<file path="config.mk">
export PLATFORM = sky130hd
export DESIGN_NAME = pipeline_stall_ctrl
export DESIGN_NICKNAME = d
export VERILOG_FILES = /design/src/rtl/rv32i_types.sv /design/src/rtl/sat_counter.sv /design/src/rtl/pipeline_stall_ctrl.sv
export SDC_FILE = /design/constraint.sdc
export NUM_CORES = 1
export LEC_CHECK = 0
export BUFFER_PORTS_ARGS = -buffer_cell sky130_fd_sc_hd__buf_2
export CAP_MARGIN = 30
export CORE_MARGIN = 2
export CORE_UTILIZATION = 40
export CTS_BUF_LIST = sky130_fd_sc_hd__clkbuf_8
export CTS_CLUSTER_SIZE = 24
export DETAILED_ROUTE_END_ITERATION = 8
export SETUP_SLACK_MARGIN = 0.3
export SYNTH_ARGS = -nofsm -noshare
export SYNTH_HDL_FRONTEND = slang
export SYNTH_SLANG_ARGS = --single-unit
</file>
<file path="constraint.sdc">
create_clock -name clk -period 2.7 [get_ports clk]
set_clock_uncertainty 0.1 [all_clocks]
set_input_delay 0.27 -clock clk [delete_from_list [all_inputs] [get_ports clk]]
set_output_delay 0.27 -clock clk [all_outputs]
set_load 0.005 [all_outputs]
</file>
<file path="src/rtl/rv32i_types.sv">
// Shared rv32i pipeline types: register index and the stall controller's
// miss-completion state.
package rv32i_types;

  typedef logic [4:0] rv32i_reg;

  localparam rv32i_reg REG_ZERO = 5'd0;

  // RUN: no partial completion latched.
  // I_DONE: fetch already returned, data access still outstanding.
  // D_DONE: data access already returned, fetch still outstanding.
  typedef enum logic [1:0] {
    RUN    = 2'd0,
    I_DONE = 2'd1,
    D_DONE = 2'd2
  } stall_state_t;

endpackage

</file>
<file path="src/rtl/sat_counter.sv">
// Saturating up-counter with synchronous active-high clear; sticks at all-ones.
module sat_counter #(
  parameter int CNT_W = 32
) (
  input  logic             clk,
  input  logic             rst,
  input  logic             inc,
  output logic [CNT_W-1:0] count
);

  logic [CNT_W-1:0] count_q;
  logic [CNT_W-1:0] count_d;

  function automatic logic [CNT_W-1:0] sat_inc(input logic [CNT_W-1:0] v);
    if (v == {CNT_W{1'b1}}) begin
      return v;
    end
    return v + CNT_W'(1);
  endfunction

  // Next count: bump on inc, holding at all-ones instead of wrapping.
  always_comb begin
    count_d = count_q;
    if (inc) begin
      count_d = sat_inc(count_q);
    end
  end

  // Count register, cleared by reset.
  always_ff @(posedge clk) begin
    if (rst) begin
      count_q <= '0;
    end else begin
      count_q <= count_d;
    end
  end

  assign count = count_q;

endmodule

</file>
<file path="src/rtl/pipeline_stall_ctrl.sv">
// Stall/flush controller for the 5-stage rv32i pipe. Freezes the whole pipe
// on I/D memory misses, inserts one bubble per load-use hazard, squashes the
// two younger stages on a taken redirect, and counts stalls and flushes.
module pipeline_stall_ctrl
  import rv32i_types::*;
#(
  parameter int CNT_W = 32
) (
  input  logic             clk,
  input  logic             rst,
  input  logic             imem_read,
  input  logic             imem_resp,
  input  logic             dmem_req,
  input  logic             dmem_resp,
  input  rv32i_reg         id_rs1,
  input  rv32i_reg         id_rs2,
  input  rv32i_reg         ex_rd,
  input  logic             ex_mem_read,
  input  logic             br_taken_ex,
  output logic             pc_load,
  output logic             if_id_load,
  output logic             id_ex_load,
  output logic             ex_mem_load,
  output logic             mem_wb_load,
  output logic             if_id_flush,
  output logic             id_ex_flush,
  output logic [CNT_W-1:0] stall_count,
  output logic [CNT_W-1:0] flush_count
);

  stall_state_t state_q;
  stall_state_t state_d;

  logic i_wait;
  logic d_wait;
  logic mem_stall;
  logic lu_haz;
  logic stall_inc;
  logic flush_inc;

  // A miss only keeps waiting if its completion has not already been latched.
  always_comb begin
    i_wait    = imem_read & ~imem_resp & (state_q != I_DONE);
    d_wait    = dmem_req & ~dmem_resp & (state_q != D_DONE);
    mem_stall = i_wait | d_wait;
    lu_haz    = ex_mem_read & (ex_rd != REG_ZERO) &
                ((ex_rd == id_rs1) | (ex_rd == id_rs2));
  end

  // Next state: remember whichever response came first while the other miss
  // is still outstanding; both in one cycle means nothing needs remembering.
  always_comb begin
    state_d = state_q;
    unique case (state_q)
      RUN: begin
        if (imem_resp & dmem_req & ~dmem_resp) begin
          state_d = I_DONE;
        end else if (dmem_resp & imem_read & ~imem_resp) begin
          state_d = D_DONE;
        end
      end
      I_DONE: begin
        if (dmem_resp) begin
          state_d = RUN;
        end
      end
      D_DONE: begin
        if (imem_resp) begin
          state_d = RUN;
        end
      end
      default: state_d = RUN;
    endcase
  end

  // State register; reset drops any latched completion.
  always_ff @(posedge clk) begin
    if (rst) begin
      state_q <= RUN;
    end else begin
      state_q <= state_d;
    end
  end

  // Load/flush enables in priority order: reset, memory freeze, redirect,
  // load-use bubble, free-running. Flushes only ever ride on an active load.
  always_comb begin
    pc_load     = 1'b1;
    if_id_load  = 1'b1;
    id_ex_load  = 1'b1;
    ex_mem_load = 1'b1;
    mem_wb_load = 1'b1;
    if_id_flush = 1'b0;
    id_ex_flush = 1'b0;
    if (rst | mem_stall) begin
      pc_load     = 1'b0;
      if_id_load  = 1'b0;
      id_ex_load  = 1'b0;
      ex_mem_load = 1'b0;
      mem_wb_load = 1'b0;
    end else if (br_taken_ex) begin
      if_id_flush = 1'b1;
      id_ex_flush = 1'b1;
    end else if (lu_haz) begin
      pc_load     = 1'b0;
      if_id_load  = 1'b0;
      id_ex_flush = 1'b1;
    end
  end

  // Counter increment conditions; a redirect cancels the hazard bubble.
  always_comb begin
    stall_inc = ~rst & (mem_stall | (lu_haz & ~br_taken_ex));
    flush_inc = ~rst & ~mem_stall & br_taken_ex;
  end

  sat_counter #(.CNT_W(CNT_W)) u_stall_cnt (
    .clk   (clk),
    .rst   (rst),
    .inc   (stall_inc),
    .count (stall_count)
  );

  sat_counter #(.CNT_W(CNT_W)) u_flush_cnt (
    .clk   (clk),
    .rst   (rst),
    .inc   (flush_inc),
    .count (flush_count)
  );

endmodule

</file>
==> results.py <==
metrics = {
    "run_status": {
        "status": "finished, final reports clean",
    },
    "placement": {
        "place.detailed.instances": 621,
        "detailed_place.area_um2": 4180,
        "placement.io_buffers": 93,
        "post-place-ws_ns": 0.297,
        "dp_hpwl_um": 6250,
        "globalplace.congestion": 0.874,
    },
    "power_and_ir_drop": {
        "p_int_uw": 1490,
        "total_leakage_power_uw": 0.00172,
        "part_of_the_power_in_registers_pct": 50.5,
        "power-per-cell-area_nw_per_um2": 445,
        "ir_drop_mv": 0.195,
        "power_spent_charging_and_discharging_nets_uw": 461,
        "power.share.combinational_pct": 6.8,
        "clkPwrFrac_pct": 42.6,
        "switching_fraction_pct": 23.6,
    },
    "sta": {
        "slew_headroom_pct": 59.9,
        "grt_setup_unrepaired": "true",
        "timing.fmax_mhz": 438,
        "setup-violations-final": 0,
        "setup_tns_ns": 0,
        "post-route-min-period_ns": 2.28,
        "slew_viol_final": 0,
        "setup_slack_ns": 0.418,
        "fraction_of_the_cycle_the_final_worst_path_needs_pct": 84.5,
        "actual_slew_at_the_worst_max_slew_pin_ns": 0.601,
        "finalHoldViolations": 0,
    },
    "synth": {
        "synth-seq-area-share_pct": 36.8,
        "synth_cell_types": 53,
        "synthesis.area_um2": 3590,
        "syn_nets": 461,
        "synthCells": 436,
        "synth_enable_flop_cells": 0,
        "synth-async-reset-ratio_pct": 0,
        "synth-warning-count": 0,
        "postSynthRegisterBits": 66,
        "most_used_dff_post_synth": "sky130_fd_sc_hd__dfxtp_1",
        "synth.avg_cell_area_um2": 8.24,
    },
    "layout": {
        "drive_gt1_share_pct": 25.6,
        "syn_to_final_growth_pct": 22.1,
        "utilization_pct": 50.3,
        "insertedDiodeCount": 0,
        "fin_nets": 550,
        "fillCellCount": 857,
        "fin_area_um2": 4390,
        "finalNonFillerCells": 636,
    },
    "worst_hold_path": {
        "min_from": "imem_resp",
        "worst_hold_path.num_cells": 2,
        "worstHoldEndpoint": "state_q[1]",
        "worstHoldPathType": "in2reg",
    },
    "global_routing": {
        "grt_pass1_wl_um": 15100,
        "groute.usage.overall_pct": 18.5,
        "grt_overflow_total": 0,
        "grt_antenna_before_repair": 0,
        "global_route.usage.met2_pct": 30.1,
        "busiest_layer": "met2",
        "met1_usage_in_global_routing_pct": 23.6,
        "grt_util_met3_pct": 5.53,
        "vias_in_the_first_global_route": 3339,
        "grt_start_max_net_pins": 59,
    },
    "floorplanning": {
        "floorplan.core_area_um2": 8720,
        "initial_core_util_pct": 41.2,
        "std_cell_rows": 34,
        "boundaryPins": 94,
        "dieArea_um2": 9760,
        "die_height_um": 98.8,
        "die_x_um": 98.8,
    },
    "critical_path": {
        "worst-path-max-fanout": 39,
        "cp_num_cells": 8,
        "worst_r2r_path_depth": 8,
        "worstPathArrival_ns": 2.40,
        "timing_worst_setup_path_type": "reg2reg",
        "crit_path_max_incr_delay_ns": 0.40,
        "rr_endpoint": "u_stall_cnt.count[11]",
        "cpMaxStageDelayCell": "sky130_fd_sc_hd__dfxtp_1",
        "critical_path_required_ns": 2.82,
        "cp_top_family": "simple AND/OR/NAND/NOR gates",
        "startpoint": "u_stall_cnt.count[1]",
        "critical_path.startpoint_type": "flop",
        "crit_buf_inv": 2,
        "reg2reg_slack_ns": 0.42,
        "worst_path_cell_chain": "ha_1 > inv_1 > nor4_4 > nand3_2 > and2b_2 > buf_12 > nor4bb_1 > mux2_2",
        "critPathCaptureType": "flop",
        "worst_r2r_startpoint": "u_stall_cnt.count[1]",
    },
    "detailed_routing": {
        "post_drt_via_cell_ratio": 5.51,
        "routed-via-count": 3502,
        "routed_wl_um": 8960,
        "drt_first_pass_iters": 4,
        "drtAntennaViolNets": 0,
        "drt-initial-drc-count": 156,
        "drt-wirelength-per-cell_um": 14.1,
        "route.detailed.drc": 0,
    },
    "clocking": {
        "clock_tree.buffer_depth": 2,
        "clkLatencyLatePin_ns": 0.33,
        "cts.sink_count": 66,
        "clock_edge_transition_at_the_registers_on_the_reported_setup_and_hold_paths_ns": 0.07,
        "tritoncts.num_buffers": 9,
        "clock_tree.root_cell": "sky130_fd_sc_hd__clkbuf_8",
        "h_tree_depth": 3,
        "tritoncts_clock_tree": "done",
    },
    "flow_run": {
        "max_cap_violations": 0,
    },
}
==> state kept, by name (all words and copies together), names as in the netlist <==
signal,cells
state_q,2
u_stall_cnt.count,32
u_flush_cnt.count,32
==> Yosys cell counts (2+ instances only) <==
master                     number  area share [%]
sky130_fd_sc_hd__o21ai_0       10             1.4
sky130_fd_sc_hd__nand4_1       16             2.8
sky130_fd_sc_hd__xnor2_1       11             2.7
sky130_fd_sc_hd__buf_2          9             1.3
sky130_fd_sc_hd__or4_1         23             4.8
sky130_fd_sc_hd__clkbuf_1      14             1.5
sky130_fd_sc_hd__mux2i_1        2            0.56
sky130_fd_sc_hd__nand2_1       29             3.0
sky130_fd_sc_hd__and2_1         2            0.35
sky130_fd_sc_hd__nand2b_1       2            0.35
sky130_fd_sc_hd__dfxtp_1       66              37
sky130_fd_sc_hd__inv_1         10             1.0
sky130_fd_sc_hd__mux2_2         6             1.9
sky130_fd_sc_hd__or3_1          7             1.2
sky130_fd_sc_hd__nor2_1        42             4.4
sky130_fd_sc_hd__nand3_1       27             3.8
sky130_fd_sc_hd__xor2_1        23             5.6
sky130_fd_sc_hd__o31ai_1       23             4.8
sky130_fd_sc_hd__nor4_4         2             1.2
sky130_fd_sc_hd__and4_1         6             1.5
sky130_fd_sc_hd__nor3_1        16             2.2
sky130_fd_sc_hd__buf_4          3            0.63
sky130_fd_sc_hd__and3_1        10             1.7
sky130_fd_sc_hd__a21oi_1       35             4.9
sky130_fd_sc_hd__ha_1           2            0.70
sky130_fd_sc_hd__nor4_1         7             1.2
sky130_fd_sc_hd__nor2b_1        7             1.2
==> routing by layer <==
| metal | part of all wire [%] | up-vias |
|---|---|---|
| met4 | 0.88 | 0 |
| met2 | 47 | 82 |
| met5 | 0 | - |
| li1 | - | 1784 |
| met3 | 5.4 | 6 |
| met1 | 46 | 1630 |
==> kinds of logic (layout without fill, tap and decap cells) <==
family,count (synthesis),after routing,synth area share [%]
and+or+nand+nor,210,210,33.5
AOI/OAI and AO/OA,79,79,13.8
DFF,66,66,36.8
buffers and inverters,37,129,4.53
xor gates and xnor gates,34,34,8.29
muxes,8,8,2.44
adders and majority gates,2,2,0.696
==> through the flow <==
| stage | hold slack [ns] | total power (uW) |
|---|---|---|
| global route | 0.0103 | 2030 |
| CTS | 0.00355 | 1980 |
| global placement | 0.363 | 1140 |
| finish | 0.0296 | 1950 |
| detailed placement | 0.368 | 1140 |
| floorplan | 0.249 | 1090 |
==> power by group through the flow <==
stage               Combinational [uW]  Clock (uW)  Sequential (uW)
finish                             133         833              987
global route                       150         895              987
CTS                                133         858              986
detailed placement                 133           0             1010
global placement                   132           0             1010
floorplan                         83.6           0             1010
==> worst register-to-register path, stage by stage (launching register included) <==
cell	delay, ns
sky130_fd_sc_hd__dfxtp_1	0.40
sky130_fd_sc_hd__ha_1	0.23
sky130_fd_sc_hd__inv_1	0.11
sky130_fd_sc_hd__nor4_4	0.38
sky130_fd_sc_hd__nand3_2	0.12
sky130_fd_sc_hd__and2b_2	0.26
sky130_fd_sc_hd__buf_12	0.19
sky130_fd_sc_hd__nor4bb_1	0.10
sky130_fd_sc_hd__mux2_2	0.28
==> repair_timing <==
action	CTS	global route
gates resized for setup	0	4
buffers inserted	0	1
setup endpoints to repair	0	11
hold buffers	0	0
==> layout by cell type, fill, tap and decap left out, types with 2 or more instances in the layout <==
master                      n
sky130_fd_sc_hd__a21oi_1   35
sky130_fd_sc_hd__and2_1     2
sky130_fd_sc_hd__and3_1    10
sky130_fd_sc_hd__and4_1     6
sky130_fd_sc_hd__buf_12     2
sky130_fd_sc_hd__buf_2     93
sky130_fd_sc_hd__buf_4     10
sky130_fd_sc_hd__clkbuf_8  11
sky130_fd_sc_hd__clkinv_2   2
sky130_fd_sc_hd__dfxtp_1   65
sky130_fd_sc_hd__ha_1       2
sky130_fd_sc_hd__inv_1     10
sky130_fd_sc_hd__mux2_2     6
sky130_fd_sc_hd__mux2i_1    2
sky130_fd_sc_hd__nand2_1   29
sky130_fd_sc_hd__nand2b_1   2
sky130_fd_sc_hd__nand3_1   27
sky130_fd_sc_hd__nand4_1   16
sky130_fd_sc_hd__nor2_1    42
sky130_fd_sc_hd__nor2b_1    7
sky130_fd_sc_hd__nor3_1    16
sky130_fd_sc_hd__nor4_1     6
sky130_fd_sc_hd__nor4_4     2
sky130_fd_sc_hd__o21ai_0   10
sky130_fd_sc_hd__o31ai_1   23
sky130_fd_sc_hd__or3_1      7
sky130_fd_sc_hd__or4_1     23
sky130_fd_sc_hd__xnor2_1   11
sky130_fd_sc_hd__xor2_1    23
==> final cells by class <==
type / instances / area [um2] / share of cell area (%)
clock inverters: 3 / 40.0 / 0.912
flip-flops and latches: 66 / 1320 / 30.1
well taps: 108 / 135 / 3.08
clock buffers: 11 / 151 / 3.45
repair buffers: 105 / 581 / 13.2
multi-input cells: 333 / 2120 / 48.3
inverters: 10 / 37.5 / 0.855
==> how the worst max path moves through the flow <==
stage | end | slack, ns
final | u_stall_cnt.count[11] | 0.42
after floorplan | u_stall_cnt.count[26] | 0.49
after global placement | u_stall_cnt.count[5] | 0.35
after detailed placement | u_stall_cnt.count[5] | 0.30
after global routing | u_flush_cnt.count[29] | 0.29
after CTS | u_flush_cnt.count[29] | 0.32
No activity file was read; power rests on OpenSTA's default activity.
